[config.mk]
export PLATFORM = sky130hd
export DESIGN_NAME = pipe_stage_buf
export DESIGN_NICKNAME = d
export VERILOG_FILES = /design/src/rtl/pipe_stage_buf.sv
export SDC_FILE = /design/constraint.sdc
export NUM_CORES = 1
export LEC_CHECK = 0
export ABC_AREA = 0
export ABC_CLOCK_PERIOD_IN_PS = 12200
export BUFFER_PORTS_ARGS = -buffer_cell sky130_fd_sc_hd__buf_2
export CAP_MARGIN = 20
export CORE_AREA = 2 2 89 156
export CTS_BUF_LIST = sky130_fd_sc_hd__clkbuf_4 sky130_fd_sc_hd__clkbuf_8
export DETAILED_ROUTE_END_ITERATION = 8
export DIE_AREA = 0 0 91 158
export GPL_ROUTABILITY_DRIVEN = 0
export HOLD_SLACK_MARGIN = 0.05
export MAX_ROUTING_LAYER = met4
export PLACE_DENSITY = 0.69
export SLEW_MARGIN = 20
export SYNTH_ARGS = -nofsm -noshare
export SYNTH_HDL_FRONTEND = slang
export SYNTH_SLANG_ARGS = --single-unit
[constraint.sdc]
create_clock -name clk_i -period 12.2 [get_ports clk_i]
set_clock_uncertainty 0.15 [all_clocks]
set_input_delay 2.44 -clock clk_i [delete_from_list [all_inputs] [get_ports clk_i]]
set_output_delay 2.44 -clock clk_i [all_outputs]
set_load 0.01 [all_outputs]
[src/rtl/pipe_stage_buf.sv]
// Pipeline-stage register with valid/ready handshake, one-entry skid buffer,
// flush-driven bubble insertion and a registered ready toward upstream.
module pipe_stage_buf #(
    parameter int unsigned DATA_W     = 69,
    parameter int unsigned CTRL_W     = 2,
    parameter bit          RESET_DATA = 1'b0
) (
    input  logic              clk_i,
    input  logic              rst_i,
    input  logic              valid_i,
    output logic              ready_o,
    input  logic [DATA_W-1:0] data_i,
    input  logic [CTRL_W-1:0] ctrl_i,
    input  logic              flush_i,
    output logic              valid_o,
    input  logic              ready_i,
    output logic [DATA_W-1:0] data_o,
    output logic [CTRL_W-1:0] ctrl_o,
    output logic [1:0]        count_o
);

    typedef enum logic [1:0] {
        ST_EMPTY = 2'd0,
        ST_ONE   = 2'd1,
        ST_FULL  = 2'd2
    } state_e;

    state_e              state_q, state_d;
    logic                main_vld_q, main_vld_d;
    logic                skid_vld_q, skid_vld_d;
    logic [CTRL_W-1:0]   main_ctrl_q, main_ctrl_d;
    logic [CTRL_W-1:0]   skid_ctrl_q, skid_ctrl_d;
    logic [DATA_W-1:0]   main_data_q, main_data_d;
    logic [DATA_W-1:0]   skid_data_q, skid_data_d;
    logic                ready_q, ready_d;
    logic [1:0]          count_q, count_d;

    logic                in_fire_c;
    logic                out_fire_c;

    assign in_fire_c  = valid_i & ready_q;
    assign out_fire_c = main_vld_q & ready_i;

    // Next-state and storage steering; main ctrl is kept zero whenever main is invalid
    always_comb begin
        state_d     = state_q;
        main_vld_d  = main_vld_q;
        skid_vld_d  = skid_vld_q;
        main_ctrl_d = main_ctrl_q;
        skid_ctrl_d = skid_ctrl_q;
        main_data_d = main_data_q;
        skid_data_d = skid_data_q;
        ready_d     = ready_q;
        count_d     = count_q;

        case (state_q)
            ST_EMPTY: begin
                if (in_fire_c) begin
                    state_d     = ST_ONE;
                    main_vld_d  = 1'b1;
                    main_ctrl_d = ctrl_i;
                    main_data_d = data_i;
                end
            end
            ST_ONE: begin
                if (in_fire_c && out_fire_c) begin
                    main_ctrl_d = ctrl_i;
                    main_data_d = data_i;
                end else if (in_fire_c) begin
                    state_d     = ST_FULL;
                    skid_vld_d  = 1'b1;
                    skid_ctrl_d = ctrl_i;
                    skid_data_d = data_i;
                end else if (out_fire_c) begin
                    state_d     = ST_EMPTY;
                    main_vld_d  = 1'b0;
                    main_ctrl_d = '0;
                end
            end
            ST_FULL: begin
                // ready_q is low here, so only the drain path exists
                if (out_fire_c) begin
                    state_d     = ST_ONE;
                    skid_vld_d  = 1'b0;
                    main_ctrl_d = skid_ctrl_q;
                    main_data_d = skid_data_q;
                end
            end
            default: begin
                state_d     = ST_EMPTY;
                main_vld_d  = 1'b0;
                skid_vld_d  = 1'b0;
                main_ctrl_d = '0;
            end
        endcase

        // Flush drops held entries and any offered input; a same-cycle OUT stays consumed
        if (flush_i) begin
            state_d     = ST_EMPTY;
            main_vld_d  = 1'b0;
            skid_vld_d  = 1'b0;
            main_ctrl_d = '0;
        end

        ready_d = (state_d != ST_FULL);
        case (state_d)
            ST_ONE:  count_d = 2'd1;
            ST_FULL: count_d = 2'd2;
            default: count_d = 2'd0;
        endcase
    end

    always_ff @(posedge clk_i) begin
        if (rst_i) begin
            state_q     <= ST_EMPTY;
            main_vld_q  <= 1'b0;
            skid_vld_q  <= 1'b0;
            main_ctrl_q <= '0;
            skid_ctrl_q <= '0;
            ready_q     <= 1'b1;
            count_q     <= 2'd0;
        end else begin
            state_q     <= state_d;
            main_vld_q  <= main_vld_d;
            skid_vld_q  <= skid_vld_d;
            main_ctrl_q <= main_ctrl_d;
            skid_ctrl_q <= skid_ctrl_d;
            ready_q     <= ready_d;
            count_q     <= count_d;
        end
    end

    // Wide data payload only pays for a reset when the instance asks for it
    generate
        if (RESET_DATA) begin : g_data_rst
            always_ff @(posedge clk_i) begin
                if (rst_i) begin
                    main_data_q <= '0;
                    skid_data_q <= '0;
                end else begin
                    main_data_q <= main_data_d;
                    skid_data_q <= skid_data_d;
                end
            end
        end else begin : g_data_norst
            always_ff @(posedge clk_i) begin
                main_data_q <= main_data_d;
                skid_data_q <= skid_data_d;
            end
        end
    endgenerate

    assign ready_o = ready_q;
    assign valid_o = main_vld_q;
    assign data_o  = main_data_q;
    assign ctrl_o  = main_ctrl_q;
    assign count_o = count_q;

endmodule

# Word level (Yosys, flattened, before mapping)
# Cells that the tools add are included.
# classes
add_sub_neg,0
n_mul,0
div,0
order_cmp,0
n_eq_ne,13
shifts,0
muxes,23
bitwise,4
n_reduce_logical,8
# op_table
operator,n
69-bit two-way mux,3
69-bit one-hot mux with 3 select lines,1
2-bit two-way mux,11
"2-bit != test, second input constant",7
2-bit one-hot mux with 3 select lines,2
4-bit AND reduction,2
"3-bit != test, second input constant",2
5-bit AND reduction,1
"2-bit by 1-bit == test with 1-bit output, second input constant",2
"2-bit == test, second input constant",2
1-bit two-way mux,4
2-bit one-hot mux with 2 select lines,1
1-bit one-hot mux with 3 select lines,1
3-bit AND reduction,1
3-bit nonzero test,1
1-bit AND,2
2-bit logical NOT,1
1-bit NOT,2
2-bit OR reduction,1
1-bit logical AND,1
# totals
register_bits,148
latchBits,0
ramBits,0
romBits,0
input_bits,76
word_cells,56
n_memories,0

# Depth between registers and ports, before layout
# Gate-level depths: netlist (run 1).
# logic_depth
depth_word,8
ltp_mapped,6

# Worst setup path before layout (run 1)
# No wires, ideal clock.
# synth_timing
path_type,in2reg
startpoint,input port ready_i
endpoint,"register main_data_q[0] (netlist: data_o[0]), enable pin"
arrival_time_ps,7699
setup_slack_ps,3752
stages,2
path_cell_list,nand2_1 -> o31ai_1
# synth_between
elab_chain_len,4
word_cells_on_any_way,5
# synth_lines
item,line_no,text
start: declaration,16,"input logic ready_i,"
1-bit AND (*),42,assign out_fire_c = main_vld_q & ready_i;
1-bit logical AND,66,if (in_fire_c && out_fire_c) begin
2-bit != test (no line),--,
4-bit AND reduction (no line) (*),--,
end signal: assignment,147,main_data_q <= main_data_d;
end: declaration,33,"logic [DATA_W-1:0] main_data_q, main_data_d;"
# Mark *: on every way between the ends. The rest lies on a longest branch, timed or not.
# A chain may end at the register's enable or synchronous reset.

# Worst setup path after layout (run 1)
# layout_timing
startpoint,input port valid_i
endpoint,"register main_data_q[64] (netlist: data_o[64]), enable pin"
# layout_between
elab_chain_len,4
word_cells_on_any_way,5
# layout_lines
item,line_no,text
start: declaration,10,"input logic valid_i,"
1-bit AND (*),41,assign in_fire_c = valid_i & ready_q;
1-bit logical AND,66,
2-bit != test (no line),--,
4-bit AND reduction (no line) (*),--,
# Marked as above.

==> results of run 1 <==
==> flip-flops by register name, summed over array words and instances, names as in the netlist <==
| signal | count |
|---|---|
| ready_o | 1 |
| ctrl_o | 2 |
| skid_data_q | 69 |
| data_o | 69 |
| count_o | 2 |
| valid_o | 1 |
| state_q | 2 |
| skid_ctrl_q | 2 |
==> placed cells by master (no fill, tap or decap), types with 2 or more instances in the layout <==
master,Yosys,layout
o22ai_1,2,2
nand2_1,5,5
a32oi_1,2,2
o2bb2ai_1,2,2
clkinvlp_4,0,4
clkinv_4,0,3
o21ai_1,4,4
clkbuf_8,0,17
nor2_1,6,5
inv_8,0,2
mux2_4,69,69
nand4_1,2,2
edfxtp_1,138,138
inv_6,0,4
buf_4,1,3
a21oi_1,3,3
buf_2,1,150
dfxtp_1,10,10
inv_1,2,2
==> worst reg2reg max path: cells and delay by family (launching register included) <==
kind	cells	cell delay, ns
mux	1	0.40
simple gates	1	0.91
flops	1	0.59
buf+inv	1	0.82
==> worst paths after layout <==
check / to / slack (ns) / cells after the start / start
worst min-delay path: ctrl_o[0] / 0.32 / 2 / ctrl_o[0]
worst min register to register: ctrl_o[0] / 0.32 / 2 / ctrl_o[0]
worst max register to register: data_o[44] / 9.08 / 3 / state_q[1]
worst max-delay path: data_o[64] / 8.15 / 5 / valid_i
==> metal layers <==
layer,part of all wire,up-vias
met5,0,-
met4,0.012,0
met3,0.045,7
met2,0.56,96
met1,0.38,1423
li1,-,1385
==> synthesized netlist by cell type, types with 2 or more instances <==
master / count
a32oi_1: 2
buf_6: 2
buf_8: 6
nand4_1: 2
nor2_1: 6
inv_1: 2
edfxtp_1: 138
o2bb2ai_1: 2
dfxtp_1: 10
o21ai_1: 4
o22ai_1: 2
a21oi_1: 3
nand2_1: 5
mux2_4: 69
==> cell families (layout without fill, tap and decap cells) <==
| logic type | count (synthesis) | after routing |
|---|---|---|
| AOI/OAI and AO/OA | 18 | 18 |
| buffers and inverters | 14 | 187 |
| xor gates and xnor gates | 1 | 1 |
| and+or+nand+nor | 20 | 20 |
| DFF | 148 | 148 |
| muxes | 70 | 70 |
==> cell type report <==
cell class | instances | area (µm²)
fillers | 1143 | 6130
multi-input cells | 109 | 1320
clock buffers | 17 | 234
inverters | 2 | 7.51
repair buffers | 153 | 773
well taps | 174 | 218
flip-flops and latches | 148 | 4340
clock inverters | 15 | 148
==> per-stage QoR <==
stage | util | setup WS (ns) | area [µm²]
3_5_place_dp | 0.506 | 7.69 | 6660
5_1_grt | 0.535 | 8.05 | 7050
2_1_floorplan | - | 3.75 | 5800
4_1_cts | 0.535 | 8.15 | 7050
3_3_place_gp | 0.506 | 7.77 | 6660
6_report | 0.535 | 8.15 | 7050
==> power by group <==
part | leakage [nW] | switching [mW] | internal, mW
combinational | 1.18 | 0.0448 | 0.0416
sequential | 1.38 | 0.00735 | 0.585
clock | 0.181 | 0.195 | 0.166
==> metrics.cfg, run 1 <==
[yosys]
synth_edf_count=138
synth_simple_gate_area_frac=0.0194
yosys-mux-area-fraction=0.180
synth_top_family_by_area=multiplexers
synthDistinctLibCells=32
syn_inst=271
async_reset_ff_frac=0
ys_ff_latch=148
synth_compound_area_frac=0.0229
syn_nets=347
synthAdderAreaFrac=0
synth.largest_area_cell=edfxtp_1
syn_avg_cell_area_um2=21.4
synth_flop_cell=edfxtp_1
ys_seq_area_frac=0.749
synthXorXnorAreaFrac=0.00151
yosys_warnings=0
synthTopCellsByArea=edfxtp_1, mux2_4, dfxtp_1, buf_8, buf_6
synth_area_mm2=0.00580
synth_top_area_frac=0.714

[grt]
top_usage_layer=met2
grt_overflow_total=0
grt_usage=0.149
grt_max_degree=70
grt_pass1_vias=3012
met2_usage=0.262
use_met1=0.159
grt_first_pass_wirelength_mm=15.8
antenna_found_initial=0
met3_usage=0.0405

[place]
dp_hpwl_mm=6.99
numPortBuffers=150
dp.cells=586

[cts]
cts_made_buffers=17
cts_max_level=4
cts_hold_buffers=0
cts_buffer_depth=2
clk-insertion-delay-late_ns=0.43
cts_tree=yes
clock_sinks=148
cts_root_buffer=clkbuf_8
cts_resized=0
clkTransAtPathRegs_ns=0.08
post-cts-setup-buffer-count=0

[setup_path]
cp_max_fo=69
path_buf_inv=2
crit_path_cell_trace=buf_2, and3b_1, o21ai_1, o31ai_4, buf_4
crit_arrival_ns=3.96
cp_top_family=buffers and inverters
slowest_delay_ns=0.74
crit_type=in2reg
end_kind=register
slowest_stage=buf_4
crit_path_start_kind=input port
crit_required_ns=12.10

[routing]
vias_per_cell=4.71
drtAntennaViolNets=0
totalWireLength_mm=10.3
wl_per_cell_um=16.7
first_pass_iters=4
drt_iter0_drc=165
drc=0
vias=2911

[flow_run]
cap_violations=0

[worst_hold_path]
hold_path_class=reg2reg

[timing]
hold_viol=0
worstMarginPinSlew_ns=1.01
rsz0062_at_grt=false
fin_tns_setup_ns=0
setup_viol=0
finalMaxSlewViolations=0
relSlewSlack=0.322
period_share=0.332
fmax_mhz=247
fin_crit_ns=4.05
hold_ws_ns=0.321

[floorplan]
io-pin-count=151
num_rows=56
core_area_mm2=0.0132
fp.dieW_um=91
die-area_mm2=0.0144
die_h_um=158
initial_utilization=0.440

[final_layout]
n_antenna_cell=0
drive_gt1_frac=0.583
layout.nets=507
area_growth_pct=21.5
fin_cells=618

[power_and_ir_drop]
power_per_cell_area_mw_per_mm2=148
p_total_mw=1.04
ir_drop_v=0.000105
leakage_nw=2.73

[status]
status=completed

No activity file was read; power rests on OpenSTA's default activity.
==> run 2, diff against run 1 <==
--- a/config.mk
+++ b/config.mk
@@ -5,14 +5,14 @@
 export SDC_FILE = /design/constraint.sdc
 export NUM_CORES = 1
 export LEC_CHECK = 0
-export ABC_AREA = 0
-export ABC_CLOCK_PERIOD_IN_PS = 12200
+export ABC_AREA = 1
+export ABC_CLOCK_PERIOD_IN_PS = 4100
 export BUFFER_PORTS_ARGS = -buffer_cell sky130_fd_sc_hd__buf_2
 export CAP_MARGIN = 20
-export CORE_AREA = 2 2 89 156
+export CORE_AREA = 2 2 87 151
 export CTS_BUF_LIST = sky130_fd_sc_hd__clkbuf_4 sky130_fd_sc_hd__clkbuf_8
 export DETAILED_ROUTE_END_ITERATION = 8
-export DIE_AREA = 0 0 91 158
+export DIE_AREA = 0 0 89 153
 export GPL_ROUTABILITY_DRIVEN = 0
 export HOLD_SLACK_MARGIN = 0.05
 export MAX_ROUTING_LAYER = met4
==> constraint.sdc (replaced) <==
create_clock -name clk_i -period 4.1 [get_ports clk_i]
set_clock_uncertainty 0.15 [all_clocks]
set_input_delay 0.82 -clock clk_i [delete_from_list [all_inputs] [get_ports clk_i]]
set_output_delay 0.82 -clock clk_i [all_outputs]
set_load 0.01 [all_outputs]
==> run 2 against run 1 <==
Global-route usage up 2.8 points. Sequential power rose to 3.0 times the previous value. Utilization increased by 1.6 points. Sequential cell count is the same. Critical path depth is 1 lower. Non-clock buffer count did not move. Largest cell class unchanged.
==> metrics.cfg, run 2 <==
[status]
status=completed

[yosys]
synth.largest_area_cell=edfxtp_1
syn_avg_cell_area_um2=12.9
ys_seq_area_frac=0.797
async_reset_ff_frac=0
synth_flop_cell=edfxtp_1
syn_inst=424
syn_nets=500
synth_top_area_frac=0.760
synthTopCellsByArea=edfxtp_1, nand2_1, dfxtp_1, buf_2, nand3_1
synthDistinctLibCells=19
yosysMostFrequentCell=nand2_1
synth_edf_count=138
yosys-top-cells-count=nand2_1, edfxtp_1, buf_2, dfxtp_1, nand3_1
yosys_warnings=0
ys_ff_latch=148
synth_area_mm2=0.00545

[setup_path]
cp_max_fo=71
r2r-end=data_o[31]
reg2reg_from=state_q[0]
crit_arrival_ns=2.14
ff2ff_setup_slack_ns=1.87
crit_path_start_kind=register
crit_type=reg2reg
rr_worst_depth=4
crit_required_ns=4.01
startpoint=state_q[0]
end_kind=register

[routing]
vias_per_cell=4.62
wl_per_cell_um=14.7
totalWireLength_mm=11.2
drtAntennaViolNets=0
drc=0
first_pass_iters=5
drt_iter0_drc=190
vias=3533

[timing]
hold_viol=0
hold_ws_ns=0.316
fmax_mhz=448
relSlewSlack=0.384
period_share=0.544
fin_tns_setup_ns=0
finalMaxSlewViolations=0
worstMarginPinSlew_ns=0.924
setup_viol=0
fin_crit_ns=2.23
rsz0062_at_grt=false

[final_layout]
drive_gt1_frac=0.324
area_growth_pct=25.5
layout.nets=658
post-route-util=0.551
final_cell_mix=nand2_1, buf_2, edfxtp_1
n_fill_cell=1115
fin_cells=764
final_common_cell=nand2_1

[floorplan]
die-area_mm2=0.0136
io-pin-count=151
fp.dieW_um=89
initial_utilization=0.439
num_rows=54
die_h_um=153
core_area_mm2=0.0124

[power_and_ir_drop]
p_total_mw=3.25
power_per_cell_area_mw_per_mm2=475
leakage_nw=2.92
ir_drop_v=0.000247

[grt]
grt_overflow_total=0
met3_usage=0.0427
grt_first_pass_wirelength_mm=17.3
use_met1=0.185
grt_pass1_vias=3579
met2_usage=0.306
grt_max_degree=72
antenna_found_initial=1
top_usage_layer=met2
grt_usage=0.176

[cts]
cts_hold_buffers=0
cts_resized=0
cts_made_buffers=17
clk-insertion-delay-late_ns=0.43
cts_max_level=4
cts_tree=yes
cts_buffer_depth=2
post-cts-setup-buffer-count=0
clkTransAtPathRegs_ns=0.08
cts_root_buffer=clkbuf_8
clock_sinks=148

[place]
numPortBuffers=150
dp.cells=731
dp_hpwl_mm=7.43

[flow_run]
cap_violations=0

[worst_hold_path]
hold_path_class=reg2reg
min_to=ctrl_o[1]
min_path_cells=2
hp-start=ctrl_o[1]

run 2: changes by cell type after synthesis, moves of 3 or more:
cell     before  now
nand3_1       0    6
buf_8         6    0
nand2_1       5  227
buf_2         1   10
inv_1         2    5
inv_2         0    4
mux2_4       69    0
o21ai_1       4    0
run 2: kinds of logic after synthesis:
| logic type | Yosys count | share of synthesized area |
|---|---|---|
| compound gates | 9 | 0.00917 |
| buf+inv | 23 | 0.0209 |
| flops | 148 | 0.797 |
| simple gates | 244 | 0.173 |
run 2: power breakdown:
group          switching, mW  internal (mW)  leakage [nW]
registers             0.0206           1.73          1.38
clock network          0.553          0.731         0.229
logic                  0.133         0.0806          1.31
run 2: critical path, stage by stage (launching register included):
cell and delay (ns):
dfxtp_1 0.39, nor2_2 0.25, o21ai_0 0.20, nor2_4 0.11, buf_4 0.71
run 2: worst max path at each step:
stage | slack [ns] | cells after the start | endpoint
after floorplan | 0.60 | 4 | data_o[0]
after global placement | 1.53 | 6 | data_o[41]
after detailed placement | 1.45 | 6 | data_o[41]
after CTS | 1.85 | 4 | data_o[33]
after global routing | 1.75 | 4 | data_o[55]
final | 1.87 | 4 | data_o[31]
run 2: final cells by class:
cell class,instances,area [µm²],area share
multi-input combinational,253,1000,0.147
tap,168,210,0.0307
antenna,1,2.50,0.000366
clock inverter,15,228,0.0333
inverter,9,36.3,0.00530
sequential,148,4340,0.635
timing repair buffer,153,786,0.115
clock buffer,17,234,0.0342
run 2: per-stage QoR:
step	worst slack [ns]	cell area [µm²]
floorplan	0.598	5460
global placement	1.53	6380
detailed placement	1.45	6380
CTS	1.85	6840
global route	1.75	6840
finish	1.87	6840
run 2: metal layers:
layer,wire [µm],up-vias
met2,6170,136
met5,0,-
met4,316,0
met1,4200,1632
li1,-,1741
met3,557,24
==> run 3, diff against run 2 <==
--- a/config.mk
+++ b/config.mk
@@ -6,7 +6,7 @@
 export NUM_CORES = 1
 export LEC_CHECK = 0
 export ABC_AREA = 1
-export ABC_CLOCK_PERIOD_IN_PS = 4100
+export ABC_CLOCK_PERIOD_IN_PS = 1900
 export BUFFER_PORTS_ARGS = -buffer_cell sky130_fd_sc_hd__buf_2
 export CAP_MARGIN = 20
 export CORE_AREA = 2 2 87 151
@@ -16,7 +16,7 @@
 export GPL_ROUTABILITY_DRIVEN = 0
 export HOLD_SLACK_MARGIN = 0.05
 export MAX_ROUTING_LAYER = met4
-export PLACE_DENSITY = 0.69
+export PLACE_DENSITY = 0.72
 export SLEW_MARGIN = 20
 export SYNTH_ARGS = -nofsm -noshare
 export SYNTH_HDL_FRONTEND = slang
==> constraint.sdc (replaced) <==
create_clock -name clk_i -period 1.9 [get_ports clk_i]
set_clock_uncertainty 0.15 [all_clocks]
set_input_delay 0.38 -clock clk_i [delete_from_list [all_inputs] [get_ports clk_i]]
set_output_delay 0.38 -clock clk_i [all_outputs]
set_load 0.01 [all_outputs]
==> run 3 against run 2 <==
Final cell count grew 10%. Wire length rose by 6.6%. Critical path type unchanged. Clock power increased by 98%. Critical endpoint is now skid_data_q[47]. Non-clock buffer count up 78. Setup slack lost 1.7 ns. Register-to-register slack worse by 1.7 ns. Sequential power grew 120%.
==> metrics.cfg, run 3 (same netlist as run 2, synthesis figures left out) <==
[floorplan]
initial_utilization=0.439
core_area_mm2=0.0124
io-pin-count=151
num_rows=54
die_h_um=153
fp.dieW_um=89
die-area_mm2=0.0136

[routing]
wl_met3_um=572
drt_iter0_drc=203
met1Wirelength_mm=4.53
vias_per_cell=4.62
top_layer=met4
vias=3883
first_pass_iters=4
totalWireLength_mm=12.0
routed-wl-met2_mm=6.47
drtAntennaViolNets=0
drc=0
wl_per_cell_um=14.2

[cts]
cts_made_buffers=17
clkTransAtPathRegs_ns=0.07
cts_max_level=4
clock_sinks=148
clk-insertion-delay-late_ns=0.43
post-cts-setup-buffer-count=0
cts_buffer_depth=2
cts_tree=yes
cts_root_buffer=clkbuf_8

[setup_path]
crit_type=reg2reg
crit_arrival_ns=1.68
reg2reg_from=state_q[0]
rr_worst_depth=5
cp_top_family=buffers and inverters
slowest_delay_ns=0.42
end_kind=register
crit_path_cell_trace=inv_2, nor2_2, nand3_1, inv_4, buf_12
ff2ff_setup_slack_ns=0.19
slowest_stage=dfxtp_2
crit_path_start_kind=register
crit_required_ns=1.88
r2r-end=skid_data_q[47]
startpoint=state_q[0]
cp_max_fo=28
path_buf_inv=3

[final_layout]
finalInstanceArea_mm2=0.00763
layout.nets=736
n_fill_cell=1022
post-route-util=0.614
multiInputGateArea_mm2=0.00102
area_growth_pct=39.9
drive_gt1_frac=0.308
final_common_cell=nand2_1
fin_cells=841
seqCellArea_mm2=0.00435
final_cell_mix=nand2_1, buf_2, edfxtp_1

[timing]
hold_viol=0
relSlewSlack=0.728
fin_crit_ns=1.71
layout_setup_ws_ns=0.194
finalMaxSlewViolations=0
period_share=0.898
rsz0062_at_grt=false
setup_viol=0
fmax_mhz=586
worstMarginPinSlew_ns=0.408

[worst_hold_path]
min_path_cells=3
hold_path_class=in2reg
min_to=skid_ctrl_q[1]
hp-start=ctrl_i[1]

[flow_run]
cap_violations=0

[place]
dp_hpwl_mm=7.89
pre_cts_slack_ns=0.186
dpl_cell_area_mm2=0.00650
numPortBuffers=150
dp.cells=738

[status]
status=completed

[power_and_ir_drop]
power_per_cell_area_mw_per_mm2=907
p_total_mw=6.92
ir_drop_v=0.000524
leakage_nw=3.25

[grt]
grt_usage=0.189
antenna_found_initial=0
grt_max_degree=40
grt_pass1_vias=4041
grt_overflow_total=0
grt_first_pass_wirelength_mm=18.8

## run 3: cell count changes in the layout (fill, tap and decap cells not counted), sizes merged
cell / delta
buf: +7
clkbuf: +3
clkinv: -1
dlygate4sd3: +71
inv: -2
bufinv: -1
## run 3: worst max path at each step
stage                                 end  depth (start not counted)
after floorplan                 data_o[0]                          3
after global placement    skid_data_q[54]                          6
after detailed placement  skid_data_q[63]                          6
after CTS                 skid_data_q[62]                          5
after global routing      skid_data_q[10]                          5
final                     skid_data_q[47]                          5
## run 3: area by class of cell
| type | count | share of cell area |
|---|---|---|
| sequential | 148 | 0.570 |
| multi-input combinational | 253 | 0.133 |
| antenna | 1 | 0.000328 |
| clock buffer | 20 | 0.0336 |
| clock inverter | 11 | 0.0208 |
| inverter | 9 | 0.00476 |
| tap | 168 | 0.0276 |
| timing repair buffer | 231 | 0.210 |
## run 3: where the power goes
group	switching (mW)	internal, mW	total (mW)
clock	1.08	1.46	2.53
sequential	0.0449	3.74	3.78
combinational	0.316	0.289	0.605
total	1.44	5.48	6.92
## run 3: routing by layer
metal  up-vias  global-route usage
met3        32              0.0389
li1       1895                   -
met1      1799               0.206
met5         -                   -
met4         0               0.103
met2       157               0.313
## run 3: repair_timing
action                    4_1_cts  5_1_grt
hold buffers                   71        0
hold endpoints to repair       71        0
resized for setup               0        0
## run 3: worst min-delay path, cell delays in order
cell and delay [ns]:
buf_2 0.12, nand2_1 0.07, a21oi_1 0.05
## run 3: per-stage QoR
stage          hold slack, ns  setup TNS (ns)
2_1_floorplan           0.289          -21.02
3_3_place_gp            0.304               0
3_5_place_dp            0.310               0
4_1_cts                0.0537               0
5_1_grt                0.0722               0
6_report               0.0957               0
